--- src/rtl/lsu_mem_initiator.sv ---
// Load/store unit driving a word-organised, single-cycle-read-latency block RAM.
// Optional misaligned-access trap built when LSU_MISALIGN_TRAP_EN is defined.
module lsu_mem_initiator (
    input  logic        clk,
    input  logic        rst,
    input  logic        req_valid,
    output logic        req_ready,
    input  logic        req_store,
    input  logic [2:0]  req_funct3,
    input  logic [31:0] req_addr,
    input  logic [31:0] req_wdata,
    output logic        resp_valid,
    output logic [31:0] resp_rdata,
    output logic        stall,
    output logic        trap_misaligned,
    output logic [31:0] trap_addr,
    output logic [31:0] mem_load_address,
    input  logic [31:0] mem_load_value,
    output logic [31:0] mem_store_address,
    output logic        mem_store_enabled,
    output logic [31:0] mem_store_value
);

    typedef enum logic [2:0] {
        StIdle,
        StLdAddr,
        StLdData,
        StStWord,
        StRmwAddr,
        StRmwWrite
`ifdef LSU_MISALIGN_TRAP_EN
        , StTrap
`endif
    } state_e;

    state_e      r_state, w_state_next;
    logic [31:0] r_addr;
    logic [2:0]  r_funct3;
    logic        r_store;
    logic [31:0] r_wdata;
    logic        r_resp_valid;
    logic [31:0] r_resp_rdata;

    logic        w_req_byte, w_req_half, w_req_word;
    logic        w_q_byte, w_q_half;
    logic [31:0] w_addr_in;
    logic [7:0]  w_lane_byte;
    logic [15:0] w_lane_half;
    logic [31:0] w_load_data;
    logic [31:0] w_merged;
    logic        w_accept;

    // funct3 values 3/6/7 are never issued and fall through to word size.
    assign w_req_byte = (req_funct3 == 3'd0) || (req_funct3 == 3'd4);
    assign w_req_half = (req_funct3 == 3'd1) || (req_funct3 == 3'd5);
    assign w_req_word = !w_req_byte && !w_req_half;
    assign w_q_byte   = (r_funct3 == 3'd0) || (r_funct3 == 3'd4);
    assign w_q_half   = (r_funct3 == 3'd1) || (r_funct3 == 3'd5);

    assign w_accept = req_valid && (r_state == StIdle);

`ifdef LSU_MISALIGN_TRAP_EN
    logic        w_misaligned;
    logic        r_trap;
    logic [31:0] r_trap_addr;

    assign w_misaligned = (w_req_half && req_addr[0]) ||
                          (w_req_word && (req_addr[1:0] != 2'b00));
    assign w_addr_in    = req_addr;
`else
    // Without the trap, offset bits below natural alignment are dropped.
    always_comb begin
        w_addr_in = req_addr;
        if (w_req_half) w_addr_in[0] = 1'b0;
        if (w_req_word) w_addr_in[1:0] = 2'b00;
    end
`endif

    always_comb begin
        w_lane_byte = mem_load_value[7:0];
        case (r_addr[1:0])
            2'd0: w_lane_byte = mem_load_value[7:0];
            2'd1: w_lane_byte = mem_load_value[15:8];
            2'd2: w_lane_byte = mem_load_value[23:16];
            2'd3: w_lane_byte = mem_load_value[31:24];
            default: w_lane_byte = mem_load_value[7:0];
        endcase
        w_lane_half = r_addr[1] ? mem_load_value[31:16] : mem_load_value[15:0];

        if (w_q_byte) begin
            w_load_data = {{24{!r_funct3[2] && w_lane_byte[7]}}, w_lane_byte};
        end else if (w_q_half) begin
            w_load_data = {{16{!r_funct3[2] && w_lane_half[15]}}, w_lane_half};
        end else begin
            w_load_data = mem_load_value;
        end
    end

    always_comb begin
        w_merged = mem_load_value;
        if (w_q_half) begin
            if (r_addr[1]) w_merged[31:16] = r_wdata[15:0];
            else           w_merged[15:0]  = r_wdata[15:0];
        end else begin
            case (r_addr[1:0])
                2'd0: w_merged[7:0]   = r_wdata[7:0];
                2'd1: w_merged[15:8]  = r_wdata[7:0];
                2'd2: w_merged[23:16] = r_wdata[7:0];
                2'd3: w_merged[31:24] = r_wdata[7:0];
                default: w_merged = mem_load_value;
            endcase
        end
    end

    always_comb begin
        w_state_next = r_state;
        unique case (r_state)
            StIdle: begin
                if (req_valid) begin
`ifdef LSU_MISALIGN_TRAP_EN
                    if (w_misaligned)   w_state_next = StTrap;
                    else
`endif
                    if (!req_store)     w_state_next = StLdAddr;
                    else if (w_req_word) w_state_next = StStWord;
                    else                w_state_next = StRmwAddr;
                end
            end
            StLdAddr:   w_state_next = StLdData;
            StLdData:   w_state_next = StIdle;
            StStWord:   w_state_next = StIdle;
            StRmwAddr:  w_state_next = StRmwWrite;
            StRmwWrite: w_state_next = StIdle;
`ifdef LSU_MISALIGN_TRAP_EN
            StTrap:     w_state_next = StIdle;
`endif
            default:    w_state_next = StIdle;
        endcase
    end

    always_ff @(posedge clk or posedge rst) begin
        if (rst) begin
            r_state      <= StIdle;
            r_addr       <= 32'd0;
            r_funct3     <= 3'd0;
            r_store      <= 1'b0;
            r_wdata      <= 32'd0;
            r_resp_valid <= 1'b0;
            r_resp_rdata <= 32'd0;
        end else begin
            r_state      <= w_state_next;
            r_resp_valid <= (r_state == StLdData) || (r_state == StStWord) ||
                            (r_state == StRmwWrite);
            if (r_state == StLdData) r_resp_rdata <= w_load_data;
            if (w_accept) begin
                r_addr   <= w_addr_in;
                r_funct3 <= req_funct3;
                r_store  <= req_store;
                r_wdata  <= req_wdata;
            end
        end
    end

`ifdef LSU_MISALIGN_TRAP_EN
    always_ff @(posedge clk or posedge rst) begin
        if (rst) begin
            r_trap      <= 1'b0;
            r_trap_addr <= 32'd0;
        end else begin
            r_trap <= (r_state == StTrap);
            if (r_state == StTrap) r_trap_addr <= r_addr;
        end
    end
    assign trap_misaligned = r_trap;
    assign trap_addr       = r_trap_addr;
`else
    assign trap_misaligned = 1'b0;
    assign trap_addr       = 32'd0;
`endif

    // Strobe is combinational on state so reset drops a pending write at once.
    assign req_ready         = (r_state == StIdle) && !rst;
    assign stall             = (r_state != StIdle);
    assign resp_valid        = r_resp_valid;
    assign resp_rdata        = r_resp_rdata;
    assign mem_load_address  = {r_addr[31:2], 2'b00};
    assign mem_store_address = {r_addr[31:2], 2'b00};
    assign mem_store_enabled = r_store &&
                               ((r_state == StStWord) || (r_state == StRmwWrite));
    assign mem_store_value   = (r_state == StStWord)   ? r_wdata  :
                               (r_state == StRmwWrite) ? w_merged : 32'd0;

endmodule

--- config.mk ---
export PLATFORM = sky130hd
export DESIGN_NAME = lsu_mem_initiator
export DESIGN_NICKNAME = d
export VERILOG_FILES = /design/src/rtl/lsu_mem_initiator.sv
export SDC_FILE = /design/constraint.sdc
export NUM_CORES = 1
export LEC_CHECK = 0
export CORE_UTILIZATION = 30
export CTS_CLUSTER_DIAMETER = 120
export DETAILED_ROUTE_END_ITERATION = 7
export PLACE_DENSITY = 0.67
export SLEW_MARGIN = 20
export SYNTH_ARGS = -nofsm -noshare
export SYNTH_HDL_FRONTEND = slang
export SYNTH_SLANG_ARGS = --single-unit
--- constraint.sdc ---
create_clock -name clk -period 3.5 [get_ports clk]
set_clock_uncertainty 0.2 [all_clocks]
set_input_delay 0.7 -clock clk [delete_from_list [all_inputs] [get_ports clk]]
set_output_delay 0.7 -clock clk [all_outputs]
set_load 0.02 [all_outputs]
==> impl_metrics.yaml, run 1 <==
timing:
  grt_setup_unrepaired: "true"
  period_needed_ns: 3.417
  hold_viol: 0
  setup_viol: 0
  tns_ns: 0
  hold_ws_ns: 0.2873
  period_share_pct: 97.63
  worst_pin_slew_ns: 1.125
  maxSlewHeadroom_pct: 24.98
  slew_violations: 0
  fmax_mhz: 292.6
logic_synthesis:
  yosysWarnings: 0
  avgSynthCellArea_um2: 10.74
  async_flop_share_pct: 100.0
  yosysSeqAreaShare_pct: 44.23
  ys_ff_latch: 104
  syn-cell-area_um2: 5884
  synth_edf_count: 0
  netlist_instances: 548
  synth_ff_type: "dfrtp_1"
  ys_types: 38
route:
  routed_via_density: 4.747
  route.detailed.drc: 0
  drt_first_pass_iters: 5
  drt_wl_total_um: 18140
  vias: 4685
  routedWlPerCell_um: 18.38
  drt_iter0_markers: 386
  drtAntennaViolNets: 0
run:
  cap_violations: 0
worst_setup_path:
  crit_family: "compound AO/OA/AOI/OAI gates"
  crit_chain: "nand2b_1 > a21oi_2 > a2bb2oi_1 > a22o_1 > clkdlybuf4s50_1"
  end_kind: "primary output"
  critical_path.max_fanout: 8
  critPathKind: "reg -> out"
  slowest_delay_ns: 0.61
  crit_path_top_delay_cell: "clkdlybuf4s50_1"
  path_buf_inv: 1
  reg2reg_to: "resp_rdata[9]$_DFFE_PP0P_"
  crit_arrival_ns: 2.52
  reg2reg_depth: 4
  cp_data_required_time_ns: 2.60
  timing.rr.start: "r_state[2]$_DFFE_PP0P_"
  r2r_slack_ns: 1.07
  worstSetupStartpointType: "flip-flop"
floorplanning:
  die_y_um: 142.1
  fp-row-count: 50
  die_width_um: 142.1
  dieArea_um2: 20180
  initial_core_util_pct: 31.04
  coreArea_um2: 18960
  ios: 268
global_route:
  antenna_found_initial: 0
  gr-total-overflow: 0
  grtUsageTotal_pct: 18.02
  grt_start_max_net_pins: 43
  grt_pass1_wl_um: 27080
  grt_pass1_vias: 4453
placed_design:
  gp_congestion: 0.8291
  post-dp-hpwl_um: 13880
  port_buffers: 230
clocking:
  worstSkewPairLatency_ns: 0.35
  numCtsBuffers: 9
  clockBufferDepth: 2
  post_cts_buffers: 0
  tritoncts: "done"
  clock_sinks: 104
  cts_resized: 0
  clk_pin_slew_ns: 0.07
  ctsHoldBuffers: 0
  root_buffer: "clkbuf_16"
  cts_max_level: 3
final_layout:
  fin_util_pct: 43.89
  antenna_cells: 0
  final_layout_size_suffix_gt1_share_pct: 7.290
  area_growth_pct: 41.40
  fin_nets: 825
power_and_ir_drop:
  power.static_leakage_nw: 3.520
  cellPowerDensity_nw_per_um2: 900.7
  ir_worst_vdd_v: 0.0003863
min_path:
  hold_path_class: "reg -> reg"
  hold_depth: 1
  hp-start: "r_wdata[30]$_DFFE_PP0P_"
  holdPathEnd: "r_wdata[30]$_DFFE_PP0P_"
status:
  outcome: "completed"
[synth_stat cells (2+ instances only)]
master	n	share of area, %
buf_4	105	13
dfrtp_1	104	44
mux2_1	72	14
nand3_1	34	2.9
nand2_1	31	2.0
a22o_1	29	4.3
nor2_1	18	1.1
mux2i_1	16	2.7
o21ai_1	16	1.4
a21oi_1	14	1.2
clkbuf_1	14	0.89
nand2b_1	13	1.4
a221oi_1	8	1.2
a22oi_1	7	0.89
a2bb2oi_1	7	1.0
buf_2	7	0.60
inv_1	7	0.45
o2bb2a_1	7	1.2
o22a_1	6	0.89
nor3_1	5	0.43
o21ai_0	5	0.43
a21o_1	3	0.38
a31oi_1	3	0.32
mux4_2	2	0.77
o22ai_1	2	0.21
[per-layer routing]
layer | part of all wire, % | vias to the layer above | wire (um) | track usage, %
li1 | - | 2167 | - | -
met2 | 47 | 199 | 8499 | 27.30
met3 | 9.1 | 15 | 1649 | 6.258
met5 | 0 | - | 0 | 0
met4 | 1.7 | 0 | 309 | 4.924
met1 | 42 | 2304 | 7684 | 24.24
[logic make-up after synthesis]
logic type,after synthesis,synth area share [%]
AOI/OAI and AO/OA,109,13.69
buffers and inverters,135,15.59
DFF,104,44.23
muxes,92,17.71
other,1,0.06373
and+or+nand+nor,107,8.718
[sequential cells by signal (all words and copies together) (netlist names)]
name and count:
r_wdata 32, resp_rdata 32, r_funct3 3, r_store 1
resp_valid 1, r_state 3, r_addr 32
[worst register-to-register path, stage by stage, from the launching register on]
cell and delay, ns:
dfrtp_1 0.42, nand2b_1 0.21, nand2b_1 0.69, a221oi_1 0.66, a21oi_1 0.13
[worst max path at each step]
stage	start	end	slack (ns)	depth (start not counted)
global route	r_addr[1]$_DFFE_PP0P_	mem_store_value[25]	-0.08	5
finish	r_funct3[1]$_DFFE_PP0P_	mem_store_value[27]	0.08	5
global placement	mem_load_value[29]	mem_store_value[29]	0.18	4
detailed placement	mem_load_value[29]	mem_store_value[29]	0.20	4
floorplan	r_funct3[1]$_DFFE_PP0P_	mem_store_value[31]	1.09	5
CTS	r_state[0]$_DFFE_PP0P_	mem_store_value[6]	0.01	5
[area by class of cell]
cell class                 instances  area, um^2
multi-input combinational        345        2506
clock inverter                     4       48.80
clock buffer                      12       266.5
timing repair buffer             254        2537
sequential                       104        2603
fill                            1806       10640
tap                              260       325.3
inverter                           8       33.78
[cells in the final DEF, fill, tap and decap left out, types with 8 or more instances in the layout]
cell             synthesis  routed
nor2_1                  18      16
a22o_1                  29      29
dfrtp_1                104     104
mux2i_1                 16      16
mux2_1                  72      72
conb_1                   1      37
a221oi_1                 8       8
o21ai_1                 16      16
clkdlybuf4s50_1          0     228
nand2_1                 31      31
clkbuf_16                0       9
nand3_1                 34      34
buf_4                  105      20
a21oi_1                 14      14
nand2b_1                13      13
[through the flow]
| stage | cells | cell area (um^2) | total power (W) | setup slack, ns |
|---|---|---|---|---|
| floorplan | 584 | 6023 | 0.005078 | 1.089 |
| global placement | 971 | 7996 | 0.006411 | 0.1802 |
| detailed placement | 971 | 7996 | 0.006467 | 0.2044 |
| CTS | 987 | 8312 | 0.007564 | 0.01472 |
| global route | 987 | 8320 | 0.007954 | -0.08048 |
| finish | 987 | 8320 | 0.007494 | 0.08288 |
[where the power goes]
group	internal (W)	leakage [nW]	switching [W]
registers	0.00181	1.23	0.000436
clock network	0.000614	0.159	0.000459
logic	0.00202	2.13	0.00216
total	0.00444	3.52	0.00305
Note: power is estimated with default switching activity, not from simulation.
==> inputs of run 2 (changes only) <==
Settings changed: CORE_UTILIZATION 30 to 31, CTS_BUF_LIST set to sky130_fd_sc_hd__clkbuf_8, CTS_CLUSTER_SIZE set to 14, PLACE_DENSITY 0.67 to 0.69.
==> run 2 against run 1 <==
First-iteration DRC count fell by 23%. Combinational power barely moved. Maximum frequency rose by 0.99%. Count of clock-buffer cells in the layout fell by 1. Die area fell by 3.2%. Design area fell by 2.3%. Clock power fell by 33%. Sequential power barely moved. Power fell by 4.6%. Flip-flop and latch count did not move. Largest cell class unchanged.
==> impl_metrics.yaml, run 2 (synthesis results as in run 1) <==
status:
  outcome: "completed"
clocking:
  clockBufferDepth: 2
  numCtsBuffers: 9
  worstSkewPairLatency_ns: 0.39
  cts_max_level: 3
  clk_pin_slew_ns: 0.10
  tritoncts: "done"
  clock_sinks: 104
  root_buffer: "clkbuf_8"
final_layout:
  final_area_um2: 8133
  antenna_cells: 0
  multi_input_area_um2: 2545
  n_fill_cell: 1798
  regArea_um2: 2604
  finalNonFillerCells: 956
  layout_commonest_cell: "clkdlybuf4s50_1"
  fin_util_pct: 43.62
  layout_common_cells: "clkdlybuf4s50_1, dfrtp_1, mux2_1"
  fin_nets: 821
  final_layout_size_suffix_gt1_share_pct: 7.618
  area_growth_pct: 38.21
route:
  drt_first_pass_iters: 5
  routedWlPerCell_um: 19.10
  drt_iter0_markers: 298
  vias: 4697
  drt_wl_total_um: 18260
  routed_via_density: 4.913
  route.detailed.drc: 0
  drtAntennaViolNets: 0
floorplanning:
  initial_core_util_pct: 31.56
  ios: 268
  fp-row-count: 50
  die_y_um: 139.8
  die_width_um: 139.8
  dieArea_um2: 19540
  coreArea_um2: 18640
worst_setup_path:
  worstSetupStartpointType: "flip-flop"
  crit_path_top_delay_cell: "clkdlybuf4s50_1"
  end_kind: "primary output"
  crit_chain: "clkinv_1 > buf_4 > a21o_1 > mux2i_1 > o21ai_1 > clkdlybuf4s50_1"
  crit_arrival_ns: 2.48
  cp_data_required_time_ns: 2.60
  slowest_delay_ns: 0.63
  critPathKind: "reg -> out"
  critical_path.max_fanout: 12
global_route:
  gr-total-overflow: 0
  grt_util_met3_pct: 4.611
  use_met1_pct: 24.78
  grt_start_max_net_pins: 71
  busiest_layer: "met2"
  grtUsageTotal_pct: 18.70
  grt_pass1_wl_um: 27310
  use_met2_pct: 28.63
  antenna_found_initial: 0
  grt_pass1_vias: 4509
timing:
  fmax_mhz: 295.5
  period_needed_ns: 3.384
  setup_viol: 0
  grt_setup_unrepaired: "false"
  period_share_pct: 96.68
  maxSlewHeadroom_pct: 54.84
  worst_pin_slew_ns: 0.6767
  hold_viol: 0
  slew_violations: 0
min_path:
  hold_path_class: "reg -> reg"
placed_design:
  port_buffers: 230
  place_inst: 940
  gp_congestion: 0.8689
  placed_area_um2: 7911
  post-dp-hpwl_um: 13700
power_and_ir_drop:
  power.static_leakage_nw: 3.436
  cellPowerDensity_nw_per_um2: 878.8
  ir_worst_vdd_v: 0.0003834
run:
  cap_violations: 0
run 2: per-layer routing:
metal,wire length (um),share of wire (%)
met4,502,2.7
met1,7773,43
met2,8646,47
met3,1340,7.3
met5,0,0
run 2: cell type report:
class	instances	share of cell area (%)
Inverter	8	0.4154
Clock inverter	4	0.2462
Clock buffer	11	1.862
Multi-Input combinational cell	345	31.29
Tap cell	234	3.600
Timing Repair Buffer	250	30.57
Sequential cell	104	32.02
run 2: path summary, 6_finish.rpt:
check                                        start                         to  slack [ns]  cells after the start
setup / recovery             r_addr[1]$_DFFE_PP0P_        mem_store_value[20]        0.12                      6
hold / removal             r_wdata[24]$_DFFE_PP0P_    r_wdata[24]$_DFFE_PP0P_        0.30                      1
setup reg to reg             r_addr[0]$_DFFE_PP0P_  resp_rdata[6]$_DFFE_PP0P_        1.24                      5
hold reg to reg            r_wdata[24]$_DFFE_PP0P_    r_wdata[24]$_DFFE_PP0P_        0.30                      1
max in group asynchronous                      rst     r_wdata[0]$_DFFE_PP0P_        1.90                      3
min in group asynchronous                      rst     r_addr[27]$_DFFE_PP0P_        0.58                      2
run 2: where the power goes:
| group | switching, W | internal (W) | total, W |
|---|---|---|---|
| combinational | 0.00218 | 0.00200 | 0.00418 |
| sequential | 0.000448 | 0.00180 | 0.00225 |
| clock | 0.000428 | 0.000290 | 0.000717 |
| total | 0.00305 | 0.00410 | 0.00715 |
run 2: critical path: cells and delay by family (launching register included):
family | cells | cell delay (ns)
buf+inv | 3 | 1.11
compound gates | 2 | 0.45
flops | 1 | 0.36
mux | 1 | 0.19
run 2: through the flow:
step	hold slack (ns)	total power, W	setup WS (ns)	TNS, ns
finish	0.2973	0.007148	0.1164	0
global route	0.3217	0.007582	0.01361	0
CTS	0.2976	0.007169	-0.01054	-0.01838
detailed placement	0.2746	0.006437	0.2187	0
global placement	0.2683	0.006365	0.1820	0
floorplan	0.2580	0.005078	1.089	0
run 2: what timing repair did:
item	CTS	global route
setup endpoints to repair	30	19
resized for setup	6	8
buffers inserted	0	1
hold buffers	0	0
pin swaps	0	1
==> inputs of run 3 (changes only) <==
--- a/config.mk
+++ b/config.mk
@@ -6,10 +6,10 @@
 export NUM_CORES = 1
 export LEC_CHECK = 0
-export CORE_UTILIZATION = 31
+export CORE_UTILIZATION = 39
 export CTS_BUF_LIST = sky130_fd_sc_hd__clkbuf_8
 export CTS_CLUSTER_DIAMETER = 120
 export CTS_CLUSTER_SIZE = 14
 export DETAILED_ROUTE_END_ITERATION = 7
-export PLACE_DENSITY = 0.69
+export PLACE_DENSITY = 0.83
 export SLEW_MARGIN = 20
 export SYNTH_ARGS = -nofsm -noshare
==> constraint.sdc (replaced) <==
create_clock -name clk -period 3.5 [get_ports clk]
set_clock_uncertainty 0.2 [all_clocks]
set_input_delay 0.525 -clock clk [delete_from_list [all_inputs] [get_ports clk]]
set_output_delay 0.525 -clock clk [all_outputs]
set_load 0.02 [all_outputs]
==> run 3 against run 2 <==
The run now ends with DRC left. Largest cell class unchanged. Routed wire length decreased by 5.5%. Global-route usage is 3.7 points higher. Critical endpoint is now mem_store_value[7]. Critical path depth down 1. Power shrank 0.49%. First-iteration DRC count rose by 9.7%. Sequential power about the same. Non-clock buffer count shrank 7. Sequential share of layout area is 0.62 points higher. Maximum frequency rose by 3.6%. Utilization is 11 points higher. Clock power up 4.5%. Combinational power is 2% lower. Critical path type unchanged.
==> impl_metrics.yaml, run 3 (synthesis results as in run 1) <==
power_and_ir_drop:
  internal_power_w: 0.004115
  ir_worst_vdd_v: 0.0004018
  switching_share_pct: 42.14
  power.static_leakage_nw: 3.367
  p_clk_share_pct: 10.5
  cellPowerDensity_nw_per_um2: 891.9
  power.switching_w: 0.002997
  power_frac_seq_pct: 31.7
  pwr-share-comb_pct: 57.7
final_layout:
  layout_common_cells: "clkdlybuf4s50_1, dfrtp_1, mux2_1"
  antenna_cells: 0
  fin_nets: 814
  layout_commonest_cell: "clkdlybuf4s50_1"
  final_layout_size_suffix_gt1_share_pct: 5.455
  n_fill_cell: 1295
  fin_util_pct: 54.45
  area_growth_pct: 35.51
clocking:
  clockBufferDepth: 2
  cts_max_level: 3
  clk_pin_slew_ns: 0.09
  root_buffer: "clkbuf_8"
  clock_sinks: 104
  tritoncts: "done"
  numCtsBuffers: 9
  worstSkewPairLatency_ns: 0.37
worst_setup_path:
  timing.rr.start: "r_state[0]$_DFFE_PP0P_"
  critPathKind: "reg -> out"
  crit_arrival_ns: 2.54
  end_kind: "primary output"
  crit_chain: "nand2b_2 > a21oi_1 > a21o_1 > a22o_1 > clkdlybuf4s50_1"
  slowest_delay_ns: 0.64
  r2r_slack_ns: 1.19
  crit_path_start: "r_funct3[0]$_DFFE_PP0P_"
  worstSetupStartpointType: "flip-flop"
  path_buf_inv: 1
  cp_data_required_time_ns: 2.77
  crit_path_top_delay_cell: "clkdlybuf4s50_1"
  crit_family: "compound AO/OA/AOI/OAI gates"
  critical_path.max_fanout: 9
min_path:
  hp-start: "r_wdata[19]$_DFFE_PP0P_"
  hold_path_class: "reg -> reg"
timing:
  tns_ns: 0
  period_needed_ns: 3.266
  fmax_mhz: 306.1
  worst_pin_slew_ns: 1.090
  setup_ws_ns: 0.2335
  hold_viol: 0
  hold_ws_ns: 0.2954
  maxSlewHeadroom_pct: 27.34
  grt_setup_unrepaired: "false"
  slew_violations: 0
  period_share_pct: 93.33
  setup_viol: 0
run:
  cap_violations: 0
floorplanning:
  coreArea_um2: 14640
  initial_core_util_pct: 40.18
  fp-row-count: 44
  dieArea_um2: 15580
  ios: 268
  die_y_um: 124.8
  die_width_um: 124.8
global_route:
  grtUsageTotal_pct: 22.39
  grt_start_max_net_pins: 48
  grt_pass1_wl_um: 26630
  grt_pass1_vias: 4557
  gr-total-overflow: 0
  antenna_found_initial: 0
route:
  drt_wl_total_um: 17260
  drt_first_pass_iters: 8
  vias: 4729
  drt_iter0_markers: 327
  route.detailed.drc: 26
  routedWlPerCell_um: 19.20
  drtAntennaViolNets: 0
  routed_via_density: 5.260
status:
  outcome: "complete, but fails checks"
  violations: "DRC"
placed_design:
  post-place-ws_ns: 0.4230
  gp_congestion: 0.8110
  post-dp-hpwl_um: 12930
  port_buffers: 230
-- run 3: cell types whose count changed in the layout (fill, tap and decap cells not counted), sizes merged --
cell / previous run / this run
inv: 6 / 9
clkinv: 5 / 2
clkbuf: 11 / 10
clkdlybuf4s50: 225 / 230
bufinv: 0 / 1
dlymetal6s2s: 1 / 0
dlygate4sd2: 3 / 0
buf: 21 / 13
-- run 3: layout make-up --
type	instances	area, um^2	area share [%]
flip-flops and latches	104	2603	32.64
clock inverters	5	50.05	0.6276
well taps	184	230.2	2.887
repair buffers	243	2412	30.25
clock buffers	10	137.6	1.726
multi-input cells	345	2509	31.46
inverters	8	32.53	0.4080
-- run 3: final timing paths --
path                                      endpoint  depth (start not counted)
min                        r_wdata[19]$_DFFE_PP0P_                          1
max in group asynchronous   r_addr[30]$_DFFE_PP0P_                          3
min in group asynchronous   r_addr[15]$_DFFE_PP0P_                          2
max reg2reg                r_wdata[22]$_DFFE_PP0P_                          4
min reg2reg                r_wdata[19]$_DFFE_PP0P_                          1
max                             mem_store_value[7]                          5
-- run 3: layer usage --
layer	share of wire [%]	global-route usage [%]	up-vias
met2	47	34.96	230
met4	2.3	8.393	0
li1	-	-	2149
met5	0	0	-
met3	7.8	4.639	26
met1	43	30.58	2324
-- run 3: through the flow --
stage	cells	power (W)	instance area [um^2]
global route	899	0.007519	7974
global placement	884	0.006278	7780
CTS	899	0.007146	7971
detailed placement	884	0.006383	7780
floorplan	584	0.005078	6020
finish	899	0.007112	7974
-- run 3: power by group through the flow --
stage,Clock (W),Sequential (W),Combinational [W]
after floorplan,0,0.00235,0.00273
after global placement,0,0.00225,0.00403
after detailed placement,0,0.00228,0.00410
after CTS,0.000769,0.00226,0.00412
after global routing,0.000814,0.00234,0.00437
final,0.000749,0.00226,0.00411
-- run 3: timing repair --
action,4_1_cts,5_1_grt
hold buffers,0,0
resized for setup,1,1
buffers inserted,0,0
hold endpoints to repair,0,0
endpoints found under the setup margin,1,15
